==> config.mk <==
export PLATFORM = sky130hd
export DESIGN_NAME = steer_en_ctrl
export DESIGN_NICKNAME = d
export VERILOG_FILES = /design/src/rtl/steer_en_ctrl.sv
export SDC_FILE = /design/constraint.sdc
export NUM_CORES = 1
export LEC_CHECK = 0
export BUFFER_PORTS_ARGS = -buffer_cell sky130_fd_sc_hd__buf_2
export CAP_MARGIN = 10
export CORE_UTILIZATION = 40
export CTS_BUF_LIST = sky130_fd_sc_hd__clkbuf_4 sky130_fd_sc_hd__clkbuf_8 sky130_fd_sc_hd__clkbuf_16
export DETAILED_ROUTE_END_ITERATION = 8
export PLACE_DENSITY = 0.65
export SLEW_MARGIN = 20
export SYNTH_ARGS = -nofsm -noshare
export SYNTH_HDL_FRONTEND = slang
export SYNTH_SLANG_ARGS = --single-unit
==> constraint.sdc <==
create_clock -name clk -period 5.1 [get_ports clk]
set_input_delay 0.255 -clock clk [delete_from_list [all_inputs] [get_ports clk]]
set_output_delay 0.255 -clock clk [all_outputs]
set_load 0.1 [all_outputs]
==> src/rtl/steer_en_ctrl.sv <==
// Rider-presence and balance controller: gates steering behind a balanced-weight dwell
// and flags rider-off to the power logic.
module steer_en_ctrl #(
    parameter logic [11:0] MIN_RIDER_WT = 12'h200,
    parameter logic [11:0] WT_HYST      = 12'h040,
    parameter bit          FAST_SIM     = 1'b0
) (
    input  logic        clk,
    input  logic        rst,
    input  logic [11:0] lft_ld,
    input  logic [11:0] rght_ld,
    output logic        en_steer,
    output logic        rider_off
);

    localparam int DATA_W = 12;
    localparam int TMR_W  = FAST_SIM ? 15 : 26;

    localparam logic [DATA_W:0] ON_THR  = {1'b0, MIN_RIDER_WT};
    localparam logic [DATA_W:0] OFF_THR = {1'b0, MIN_RIDER_WT} - {1'b0, WT_HYST};

    typedef enum logic [1:0] {IDLE, WAIT, STEER_EN} state_t;

    logic [DATA_W-1:0] lft_p0, rght_p0;
    logic [DATA_W:0]   sum;
    logic [DATA_W-1:0] diff;
    logic              on_thr, off_thr, unbal_1_4, unbal_15_16, tmr_full;
    state_t            state_p1;
    logic [TMR_W-1:0]  tmr_p1;

    function automatic logic [TMR_W-1:0] sat_inc(input logic [TMR_W-1:0] v);
        return (&v) ? v : v + 1'b1;
    endfunction

    // Stage p0: register raw load-cell readings
    always_ff @(posedge clk or posedge rst) begin
        if (rst) begin
            lft_p0  <= '0;
            rght_p0 <= '0;
        end else begin
            lft_p0  <= lft_ld;
            rght_p0 <= rght_ld;
        end
    end

    always_comb begin
        sum         = {1'b0, lft_p0} + {1'b0, rght_p0};
        diff        = (lft_p0 >= rght_p0) ? (lft_p0 - rght_p0) : (rght_p0 - lft_p0);
        on_thr      = sum > ON_THR;
        off_thr     = sum < OFF_THR;
        unbal_1_4   = {diff, 2'b00} > {1'b0, sum};
        unbal_15_16 = {1'b0, diff, 4'b0000} > (({4'b0000, sum} << 4) - {4'b0000, sum});
        tmr_full    = &tmr_p1;
    end

    // Stage p1: FSM and dwell timer; outputs registered from state one edge later
    always_ff @(posedge clk or posedge rst) begin
        if (rst) begin
            state_p1  <= IDLE;
            tmr_p1    <= '0;
            en_steer  <= 1'b0;
            rider_off <= 1'b1;
        end else begin
            en_steer  <= (state_p1 == STEER_EN);
            rider_off <= (state_p1 == IDLE);
            case (state_p1)
                IDLE: begin
                    if (on_thr) begin
                        state_p1 <= WAIT;
                        tmr_p1   <= '0;
                    end
                end
                WAIT: begin
                    if (off_thr)
                        state_p1 <= IDLE;
                    else if (unbal_1_4)
                        tmr_p1 <= '0;
                    else if (tmr_full)
                        state_p1 <= STEER_EN;
                    else
                        tmr_p1 <= sat_inc(tmr_p1);
                end
                STEER_EN: begin
                    if (off_thr)
                        state_p1 <= IDLE;
                    else if (unbal_15_16) begin
                        state_p1 <= WAIT;
                        tmr_p1   <= '0;
                    end
                end
                default: state_p1 <= IDLE;
            endcase
        end
    end

endmodule

Yosys cells after proc, flatten, opt, wreduce, memory -nomap -nowiden

Index checks and enable logic that the tools add are counted.

Add/sub/neg operators: 5
Magnitude comparators: 5
Equality and inequality tests: 10
Mux-type cells: 15
Reductions and logical operators: 5

Operators with widths:

| cell                                                 | number |
|---|---|
| two-way mux 26 bit                                   | 6 |
| one-hot mux 26 bit (3 select lines)                  | 1 |
| adder 26 x 1 -> 26 bit, second input constant        | 1 |
| AND reduction 26 bit                                 | 1 |
| subtractor 12 bit                                    | 2 |
| > comparator 16 x 17 -> 1 bit                        | 1 |
| subtractor 17 x 13 -> 17 bit                         | 1 |
| > comparator 14 x 13 -> 1 bit                        | 1 |
| adder 12 x 12 -> 13 bit                              | 1 |
| > comparator 13 x 10 -> 1 bit, second input constant | 1 |
| < comparator 13 x 9 -> 1 bit, second input constant  | 1 |
| >= comparator 12 bit                                 | 1 |
| two-way mux 12 bit                                   | 1 |
| two-way mux 2 bit                                    | 6 |
| != test 3 bit, second input constant                 | 4 |
| != test 2 bit, second input constant                 | 4 |
| one-hot mux 2 bit (3 select lines)                   | 1 |
| AND reduction 6 bit                                  | 1 |
| AND reduction 4 bit                                  | 1 |
| nonzero test 3 bit                                   | 1 |
| equality test 2 x 1 -> 1 bit, second input constant  | 1 |
| equality test 2 bit, second input constant           | 1 |
| zero test 2 bit                                      | 1 |

Register bits: 54
Input bits: 26
Output and inout port bits: 2
Logic and storage cells: 46

Logic depth before layout (Yosys ltp)

Gate-level depths: netlist of the first run.

Depth after elaboration: 6
Depth in mapped cells: 28
Mapped depth without buffers: 27

Worst setup path before layout of the first run

OpenSTA, ideal clock, no wires.

Path kind: flip-flop to flip-flop
From: register lft_p0[1]
To: register tmr_p1[1]
Setup time: 127 ps
Arrival time: 5099 ps
Required time: 4973 ps
Setup slack: -127 ps
Stages on the path, launching flop included: 24
Buffers on the path: 0
Period minus slack after synthesis: 5227 ps
Path through: dfrtp_1 -> inv_1 -> fa_1 -> or2_1 -> a211o_1 -> a32oi_2 -> a221o_2 -> a21oi_1 -> o21bai_2 -> inv_1 -> ha_1 -> a211oi_1 -> o21ai_0 -> xnor2_1 -> ha_1 -> a2111oi_0 -> nand2_1 -> a21oi_1 -> o31ai_1 -> o221ai_1 -> o21ai_2 -> o211ai_4 -> inv_2 -> mux2_1

Cells in the longest elaborated chain, start to end: 6
Elaborated cells between the ends (all ways): 19
Those cells by class: 4 x add/sub; 5 x order compare; 5 x eq/ne; 4 x mux; 1 x reduce/logical

Ends and longest elaborated chain:

| item                                                                 | RTL line | RTL |
|---|---|---|
| start, declared                                                      | 24       | `logic [DATA_W-1:0] lft_p0, rght_p0;` |
| start signal, assigned                                               | 41       | `lft_p0 <= lft_ld;` |
| branches (longest 6 deep; another with subtractor 17 x 13 -> 17 bit) | --       |  |
| end signal, assigned                                                 | 81       | `tmr_p1 <= sat_inc(tmr_p1);` |
| end, declared                                                        | 29       | `logic [TMR_W-1:0] tmr_p1;` |

Parallel ways; which one is timed is not known. The select of a mux whose other input is x is not followed.
A chain may end at the register's enable or synchronous reset.

Final worst setup path of the first run

From: register lft_p0[0]
To: register tmr_p1[13]

Same word-level chain as after synthesis.

==> results.yml, run 1 <==
status:
  outcome: "complete, but fails checks"
  violations: "setup timing"
synthesis:
  synthTopCellsByArea: "dfrtp_1 (24%), ha_1 (14%), inv_1 (4.1%)"
  synth_seq_cells: 54
  synth_edf_count: 0
  synthArstFlopShare_pct: 100.0
  syn-num-nets: 718
  avgSynthCellArea_um2: 8.869
  yosys_warnings: 0
  synth-seq-area-share_pct: 24.40
  synth.top_cell.area_share_pct: 23.93
  ys_types: 94
  synth_flop_cell: "dfrtp_1"
  synthCells: 625
  synthesis.area_mm2: 0.005543
  synth_top_cell_by_area: "dfrtp_1"
power:
  ir_worst_vdd_uv: 262.5
  powerDensity_mw_per_mm2: 361.0
  power.leakage_nw: 3.440
clocking:
  clk_pin_slew_ns: 0.07
  clk-insertion-delay-late_ns: 0.30
  cts.path.max_buffers: 2
  htree_levels: 2
  cts.sinks: 54
  cts.hold.buffers_added: 0
  cts_root_buf: "clkbuf_16"
  numCtsBuffers: 5
  cts_tree: "yes"
timing:
  tightest_slew_ns: 0.9186
  fin_tns_setup_ns: -2.506
  hold_ws_ns: 0.05243
  hold_viol: 0
  clock-skew-final_ns: 0.008854
  max_slew_margin_pct: 38.76
  setup_viol_count_final: 25
  worst_slack_ns: -0.1324
  rsz0062_at_grt: "true"
  min_period_ns: 5.232
  period_share_pct: 102.6
  max_freq_mhz: 191.1
  slew_violations: 0
die:
  io_pins: 28
  die_w_um: 119.7
  design.core.area_mm2: 0.01340
  die_area_mm2: 0.01433
  start_util_pct: 41.36
  row_count: 42
  die_h_um: 119.7
route:
  ant_nets: 0
  drt-vias-per-instance: 5.678
  route.detailed.wl_per_inst_um: 16.64
  first_iter_violations: 278
  drc: 0
  dr_total_vias: 5309
  drt_pass1_iterations: 5
  drt-total-wl_um: 15560
hold_path:
  hold_depth: 1
  hp-start: "rght_ld[10]"
  hold_end: "rght_p0[10]$_DFF_PP0_"
  worst_hold_path_type: "in -> reg"
setup_path:
  r2r_start: "lft_p0[0]$_DFF_PP0_"
  timing.rr.end: "tmr_p1[13]$_DFFE_PP0P_"
  path_class: "reg -> reg"
  path_buf_inv: 3
  cp_max_fo: 6
  endpoint_kind: "flip-flop"
  cp.required_ns: 5.29
  worstRegToRegCells: 26
  cp_data_arrival_time_ns: 5.42
  reg2reg_slack_ns: -0.13
  critical_path.top_delay_family: "compound AO/OA/AOI/OAI gates"
  slowest_stage: "o41ai_4"
  critical-path-max-stage-delay_ns: 0.40
  startpoint_type: "flip-flop"
grt:
  grt_pass1_vias: 5148
  grt_max_degree: 55
  grt_pass1_wl_um: 24280
  grt.total_usage_pct: 20.95
  antenna_found_initial: 0
  grt_overflow: 0
place:
  dp.cells: 898
  io_buffer_count: 27
  routabilityCongestion: 0.8984
  dp_hpwl_um: 10830
finish:
  diodes: 0
  num-fill-cells: 1113
  seq_area_mm2: 0.001353
  instances_no_fill: 935
  fin_nets: 851
  syn_to_final_growth_pct: 34.88
  drive_above_1_share_pct: 34.12
  multi_input_area_mm2: 0.004330
flow_run:
  cap_violations: 0
metal layers:
layer	wire length, um	global-route usage [%]
met4	506	9.141
met3	533	2.186
met5	0	0
met1	7054	27.51
met2	7464	34.83
cells by family (layout without fill, tap and decap cells):
| logic type | after synthesis | in the layout | share of synthesized area (%) |
|---|---|---|---|
| AOI/OAI and AO/OA | 173 | 173 | 25.19 |
| xor gates and xnor gates | 36 | 36 | 7.088 |
| adders and majority gates | 68 | 68 | 15.73 |
| buffers and inverters | 81 | 215 | 6.253 |
| DFF | 54 | 54 | 24.40 |
| muxes | 10 | 10 | 2.190 |
| and+or+nand+nor | 203 | 203 | 19.14 |
repair_timing:
action / 4_1_cts / 5_1_grt
gates resized for setup: 53 / 41
endpoints found under the setup margin: 28 / 28
pin swaps: 33 / 18
gates cloned: 2 / 3
buffers inserted: 15 / 11
final cells by class:
class / count / area share, %
multi-input cells: 490 / 57.92
flip-flops and latches: 54 / 18.09
repair buffers: 141 / 15.36
inverters: 66 / 3.364
well taps: 176 / 2.946
clock buffers: 5 / 1.674
clock inverters: 3 / 0.6360
cell usage after synthesis (4+ instances only):
| master | instances |
|---|---|
| o21bai_1 | 4 |
| o21ai_1 | 6 |
| a211oi_1 | 5 |
| mux2i_1 | 5 |
| nand3_1 | 15 |
| xnor2_1 | 23 |
| buf_4 | 5 |
| xnor3_1 | 4 |
| a221o_1 | 17 |
| a21o_1 | 5 |
| o211ai_1 | 5 |
| a211o_1 | 4 |
| a2111oi_0 | 5 |
| inv_2 | 4 |
| nor2b_1 | 9 |
| dfrtp_1 | 53 |
| xor2_1 | 6 |
| ha_1 | 64 |
| inv_1 | 60 |
| nor3_1 | 23 |
| and3_1 | 19 |
| o221ai_1 | 5 |
| o211ai_2 | 5 |
| o21ai_0 | 18 |
| nand2b_1 | 9 |
| nand4_1 | 7 |
| or2_2 | 6 |
| and2_1 | 8 |
| nand2_1 | 35 |
| nor2_1 | 47 |
| a21oi_1 | 31 |
| buf_2 | 5 |
| or3_1 | 10 |
| a31oi_1 | 12 |
| o21a_1 | 7 |
registers in the layout (all words and copies together), names as in the netlist:
register,cells
en_steer,1
tmr_p1,26
rider_off,1
state_p1,2
rght_p0,12
lft_p0,12
stage by stage:
step	setup slack (ns)	cell area [um^2]	power, mW	utilization [%]
CTS	-0.1646	7099	2.487	52.98
global placement	-0.01718	6495	1.841	48.47
finish	-0.1324	7476	2.699	55.79
global route	-0.3869	7476	2.847	55.79
floorplan	-0.02572	5548	1.392	-
detailed placement	-0.2989	6495	1.878	48.47
power by group:
group          internal (mW)  switching (mW)  total, mW
Combinational          0.901           0.914       1.81
Clock                  0.235           0.171      0.405
Sequential             0.457          0.0221      0.479
Total                   1.59            1.11       2.70
placed cells by master, fill, tap and decap left out, types with 13 or more instances in the layout:
cell / synthesis / final
a21oi_1: 31 / 24
a221o_1: 17 / 17
and3_1: 19 / 19
buf_2: 5 / 27
buf_4: 5 / 99
dfrtp_1: 53 / 53
ha_1: 64 / 54
inv_1: 60 / 55
nand2_1: 35 / 35
nand3_1: 15 / 13
nor2_1: 47 / 47
nor3_1: 23 / 20
o21ai_0: 18 / 15
xnor2_1: 23 / 15
worst max-delay path by stage:
| stage | start | endpoint | slack (ns) | cells after the start |
|---|---|---|---|---|
| 2_1_floorplan | lft_p0[1]$_DFF_PP0_ | tmr_p1[1]$_DFFE_PP0P_ | -0.03 | 23 |
| 3_3_place_gp | lft_p0[0]$_DFF_PP0_ | tmr_p1[23]$_DFFE_PP0P_ | -0.02 | 25 |
| 3_5_place_dp | lft_p0[0]$_DFF_PP0_ | tmr_p1[10]$_DFFE_PP0P_ | -0.30 | 27 |
| 4_1_cts | lft_p0[0]$_DFF_PP0_ | tmr_p1[12]$_DFFE_PP0P_ | -0.16 | 26 |
| 5_1_grt | lft_p0[0]$_DFF_PP0_ | tmr_p1[13]$_DFFE_PP0P_ | -0.39 | 26 |
| 6_report | lft_p0[0]$_DFF_PP0_ | tmr_p1[13]$_DFFE_PP0P_ | -0.13 | 26 |
Power figures use the tool's default switching activity.
==> run 2: changes to the inputs <==
CORE_ASPECT_RATIO = 0.8   (was default)
==> run 2 against run 1 <==
The flow finishes with violations (DRC, setup timing); sequential power about the same; critical path depth shrank 2; first-iteration DRC count grew 19%; via count fell by 2.4%; die area about the same; sequential share of layout area grew 0.93 points; clock-buffer cell count is 2 higher; critical endpoint is now tmr_p1[1]$_DFFE_PP0P_; largest power group unchanged.
==> results.yml, run 2 (synthesis results as in run 1) <==
grt:
  grt_overflow: 0
  grt_pass1_wl_um: 24440
  antenna_found_initial: 0
  grt_max_degree: 55
  grt_pass1_vias: 5070
  grt.total_usage_pct: 21.40
timing:
  slew_violations: 0
  max_freq_mhz: 188.9
  period_share_pct: 103.8
  max_slew_margin_pct: 39.14
  worst_slack_ns: -0.1934
  setup_viol_count_final: 26
  tightest_slew_ns: 0.9118
  min_period_ns: 5.293
  fin_tns_setup_ns: -3.390
  rsz0062_at_grt: "true"
  hold_ws_ns: 0.04674
  clock-skew-final_ns: 0.01524
  hold_viol: 0
setup_path:
  cp_max_fo: 6
  startpoint_type: "flip-flop"
  path_class: "reg -> reg"
  reg2reg_slack_ns: -0.19
  timing.rr.end: "tmr_p1[1]$_DFFE_PP0P_"
  worstRegToRegCells: 24
  endpoint_kind: "flip-flop"
  cp.required_ns: 5.30
  cp_data_arrival_time_ns: 5.49
  r2r_start: "lft_p0[0]$_DFF_PP0_"
die:
  start_util_pct: 40.90
  die_area_mm2: 0.01434
  die_w_um: 133.6
  io_pins: 28
  die_h_um: 107.3
  design.core.area_mm2: 0.01355
  row_count: 38
power:
  power.leakage_nw: 3.337
  ir_worst_vdd_uv: 225.9
  powerDensity_mw_per_mm2: 347.7
hold_path:
  hold_depth: 1
  hp-start: "lft_ld[0]"
  worst_hold_path_type: "in -> reg"
  hold_end: "lft_p0[0]$_DFF_PP0_"
route:
  drc: 2
  drt-total-wl_um: 14710
  drt-vias-per-instance: 5.564
  route.detailed.wl_per_inst_um: 15.80
  first_iter_violations: 332
  drt_pass1_iterations: 7
  dr_total_vias: 5180
  ant_nets: 0
clocking:
  cts.sinks: 54
  cts_tree: "yes"
  htree_levels: 2
  cts.path.max_buffers: 2
  clk_pin_slew_ns: 0.08
  cts_root_buf: "clkbuf_16"
  numCtsBuffers: 5
  clk-insertion-delay-late_ns: 0.31
finish:
  layout_commonest_cell: "buf_4"
  syn_to_final_growth_pct: 28.31
  drive_above_1_share_pct: 30.49
  diodes: 0
  fin_util_pct: 52.48
  top_regs: "tmr_p1 (26), lft_p0 (12), rght_p0 (12)"
  num-fill-cells: 1193
  largest_register_ffs: 26
  top_register: "tmr_p1"
  fin_nets: 843
  mostFrequentLayoutCells: "buf_4 (99), ha_1 (60), inv_1 (57)"
place:
  io_buffer_count: 27
  routabilityCongestion: 0.9204
  place_ws_ns: -0.3231
  dp_hpwl_um: 11520
flow_run:
  cap_violations: 0
status:
  violations: "DRC, setup timing"
  outcome: "complete, but fails checks"
run 2: changes by cell type in the layout (fill, tap and decap cells not counted), moves of 3 or more:
cell | before | now
ha_1 | 54 | 60
ha_4 | 6 | 2
buf_6 | 6 | 2
a31oi_1 | 7 | 10
run 2: final cells by class:
| cell class | instances | area, um^2 | share of cell area (%) |
|---|---|---|---|
| Multi-Input combinational cell | 490 | 4111 | 57.81 |
| Inverter | 66 | 251.5 | 3.536 |
| Tap cell | 180 | 225.2 | 3.167 |
| Sequential cell | 54 | 1353 | 19.02 |
| Clock inverter | 1 | 30.03 | 0.4222 |
| Timing Repair Buffer | 133 | 1001 | 14.07 |
| Clock buffer | 7 | 140.1 | 1.970 |
run 2: worst max-delay path by stage:
stage                                    from                      to  slack, ns
after CTS                 lft_p0[0]$_DFF_PP0_  tmr_p1[18]$_DFFE_PP0P_      -0.24
after global placement    lft_p0[0]$_DFF_PP0_  tmr_p1[14]$_DFFE_PP0P_      -0.04
after global routing      lft_p0[0]$_DFF_PP0_   tmr_p1[1]$_DFFE_PP0P_      -0.40
final                     lft_p0[0]$_DFF_PP0_   tmr_p1[1]$_DFFE_PP0P_      -0.19
after detailed placement  lft_p0[0]$_DFF_PP0_  tmr_p1[12]$_DFFE_PP0P_      -0.32
after floorplan           lft_p0[1]$_DFF_PP0_   tmr_p1[1]$_DFFE_PP0P_      -0.03
run 2: power by group:
part | total, mW | leakage [nW] | switching [mW] | internal (mW)
sequential | 0.480 | 0.690 | 0.0231 | 0.457
clock | 0.404 | 0.0850 | 0.161 | 0.243
combinational | 1.59 | 2.56 | 0.830 | 0.759
run 2: timing repair:
item | 4_1_cts | 5_1_grt
pin swaps | 11 | 27
cloned | 1 | 0
endpoints found under the hold margin | 0 | 0
hold buffers | 0 | 0
endpoints found under the setup margin | 28 | 28
resized for setup | 24 | 33
buffers inserted | 9 | 6
run 2: worst max-delay path: stages (launching register included):
cell and delay [ns]:
dfrtp_1 0.40, buf_4 0.14, buf_4 0.12, inv_1 0.05, ha_2 0.18, inv_1 0.06
fa_2 0.35, nand3_1 0.10, a31o_1 0.21, a31o_4 0.24, nor3_1 0.08, a31oi_2 0.26
xnor2_2 0.15, ha_1 0.31, nand4_1 0.14, or3_4 0.45, a21oi_2 0.14, o21bai_1 0.10
a2111oi_2 0.39, o22ai_1 0.19, a211o_2 0.37, o211ai_4 0.27, buf_6 0.13, inv_2 0.04
mux2_1 0.30
run 2: per-stage QoR:
| step | power (mW) | instances | area (um^2) |
|---|---|---|---|
| 2_1_floorplan | 1.392 | 625 | 5548 |
| 3_3_place_gp | 1.831 | 907 | 6525 |
| 3_5_place_dp | 1.867 | 907 | 6525 |
| 4_1_cts | 2.391 | 925 | 6895 |
| 5_1_grt | 2.638 | 931 | 7112 |
| 6_report | 2.473 | 931 | 7112 |
run 2: layer usage:
layer	track usage, %	up-vias	routed length, um
li1	-	2552	-
met1	30.09	2504	7396
met2	34.23	108	6557
met3	2.872	16	514
met4	6.006	0	243
met5	0	-	0
==> run 3: changes to the inputs <==
REMOVE_ABC_BUFFERS = 1   (was default)
==> run 3 against run 2 <==
First-iteration DRC count grew 7.8%; sequential power about the same; wire length grew 0.22%; critical endpoint is now tmr_p1[15]$_DFFE_PP0P_; highest routed layer unchanged; the flow still finishes with violations (DRC, setup timing); clock power about the same; combinational power is 3% higher.
==> results.yml, run 3 (synthesis results as in run 1) <==
finish:
  fin_nets: 851
  diodes: 0
  mostFrequentLayoutCells: "buf_4 (104), inv_1 (57), ha_1 (57)"
  syn_to_final_growth_pct: 29.75
  fin_util_pct: 53.07
  layout_commonest_cell: "buf_4"
  top_register: "tmr_p1"
  top_regs: "tmr_p1 (26), lft_p0 (12), rght_p0 (12)"
  drive_above_1_share_pct: 31.23
  largest_register_ffs: 26
timing:
  setup_viol_count_final: 27
  hold_viol: 0
  rsz0062_at_grt: "true"
  tightest_slew_ns: 0.6791
  max_slew_margin_pct: 54.72
  worst_slack_ns: -0.1743
  max_freq_mhz: 189.6
  min_period_ns: 5.274
  slew_violations: 0
  clock-skew-final_ns: 0.01116
  period_share_pct: 103.4
setup_path:
  reg2reg_slack_ns: -0.17
  worstRegToRegCells: 25
  cp_max_fo: 8
  cp.required_ns: 5.29
  path_class: "reg -> reg"
  cp_data_arrival_time_ns: 5.46
  startpoint_type: "flip-flop"
  r2r_start: "lft_p0[0]$_DFF_PP0_"
  endpoint_kind: "flip-flop"
  timing.rr.end: "tmr_p1[15]$_DFFE_PP0P_"
route:
  ant_nets: 0
  drc: 2
  drt_pass1_iterations: 7
  dr_total_vias: 5199
  drt-vias-per-instance: 5.537
  first_iter_violations: 358
  route.detailed.wl_per_inst_um: 15.70
  drt-total-wl_um: 14740
place:
  dp_hpwl_um: 11460
  routabilityCongestion: 0.9792
  place_ws_ns: -0.3876
  io_buffer_count: 27
clocking:
  clk-insertion-delay-late_ns: 0.31
  htree_levels: 2
  cts_root_buf: "clkbuf_16"
  numCtsBuffers: 5
  cts.sinks: 54
  clk_pin_slew_ns: 0.07
  cts.path.max_buffers: 2
  cts_tree: "yes"
power:
  power.leakage_nw: 3.373
  powerDensity_mw_per_mm2: 350.7
  fin_total_pwr_mw: 2.522
  ir_worst_vdd_uv: 197.3
grt:
  grt_pass1_vias: 5180
  grt_pass1_wl_um: 25020
  grt_max_degree: 55
  antenna_found_initial: 0
  grt.total_usage_pct: 22.00
  grt_overflow: 0
die:
  die_h_um: 107.3
  design.core.area_mm2: 0.01355
  die_area_mm2: 0.01434
  start_util_pct: 40.90
  die_w_um: 133.6
  row_count: 38
  io_pins: 28
status:
  violations: "DRC, setup timing"
  outcome: "complete, but fails checks"
hold_path:
  hold_depth: 1
  worst_hold_path_type: "in -> reg"
  hold_end: "rght_p0[0]$_DFF_PP0_"
  hp-start: "rght_ld[0]"
flow_run:
  cap_violations: 0
-- run 3: cell types whose count changed in the layout (fill, tap and decap cells not counted), moves of 2 or more --
cell,delta
buf_6,+2
inv_6,+2
xnor2_2,-3
xnor2_1,+3
ha_1,-3
ha_2,+2
buf_4,+5
clkbuf_4,-2
-- run 3: cell type report --
type	instances	area (um^2)
Clock buffer	5	125.1
Clock inverter	3	47.55
Fill cell	1208	6359
Inverter	66	250.2
Multi-Input combinational cell	490	4103
Sequential cell	54	1353
Tap cell	180	225.2
Timing Repair Buffer	141	1089
-- run 3: how the worst max path moves through the flow --
stage	start	to	slack, ns	depth (start not counted)
finish	lft_p0[0]$_DFF_PP0_	tmr_p1[15]$_DFFE_PP0P_	-0.17	25
global placement	lft_p0[0]$_DFF_PP0_	tmr_p1[18]$_DFFE_PP0P_	-0.12	26
floorplan	lft_p0[1]$_DFF_PP0_	tmr_p1[1]$_DFFE_PP0P_	-0.31	23
CTS	lft_p0[0]$_DFF_PP0_	tmr_p1[15]$_DFFE_PP0P_	-0.28	27
detailed placement	rght_p0[0]$_DFF_PP0_	tmr_p1[13]$_DFFE_PP0P_	-0.39	26
global route	lft_p0[0]$_DFF_PP0_	tmr_p1[15]$_DFFE_PP0P_	-0.52	27
-- run 3: per-layer routing --
layer | vias to the layer above | GRT usage (%) | share of wire [%]
met4 | 0 | 6.331 | 1.5
li1 | 2568 | - | -
met5 | - | 0 | 0
met2 | 133 | 35.19 | 45
met3 | 20 | 3.202 | 5.3
met1 | 2478 | 30.71 | 48
-- run 3: repair_timing --
| item | CTS | global route |
|---|---|---|
| setup endpoints to repair | 28 | 28 |
| gates resized for setup | 50 | 12 |
| gates cloned | 2 | 0 |
| buffers inserted | 14 | 3 |
| pin swaps | 36 | 8 |
| hold buffers | 0 | 0 |
-- run 3: critical path, stage by stage (launching register included) --
cell,delay [ns]
dfrtp_1,0.35
ha_2,0.19
inv_2,0.04
fa_2,0.33
buf_4,0.14
or2_1,0.22
a211o_1,0.33
buf_6,0.14
a211oi_2,0.21
buf_4,0.17
inv_4,0.04
buf_6,0.13
nor2_1,0.13
o31a_1,0.20
o221ai_2,0.11
a221o_1,0.37
xnor2_1,0.14
ha_1,0.29
and4_1,0.22
nand4_1,0.15
o31ai_2,0.23
o221ai_2,0.13
o21ai_2,0.22
o211ai_4,0.15
buf_12,0.18
a221o_1,0.35
-- run 3: report_power, final --
part | total, mW | switching, mW | internal, mW
Sequential | 0.480 | 0.0234 | 0.457
Combinational | 1.64 | 0.846 | 0.792
Clock | 0.404 | 0.168 | 0.235
-- run 3: stage by stage --
step	TNS [ns]	hold WS (ns)	area (um^2)	instances
6_report	-3.004	0.05076	7192	939
5_1_grt	-12.74	0.04569	7192	939
4_1_cts	-5.229	0.04817	7104	936
3_5_place_dp	-9.540	0.3643	6558	912
3_3_place_gp	-1.997	0.3629	6558	912
2_1_floorplan	-1.099	0.2864	5446	610
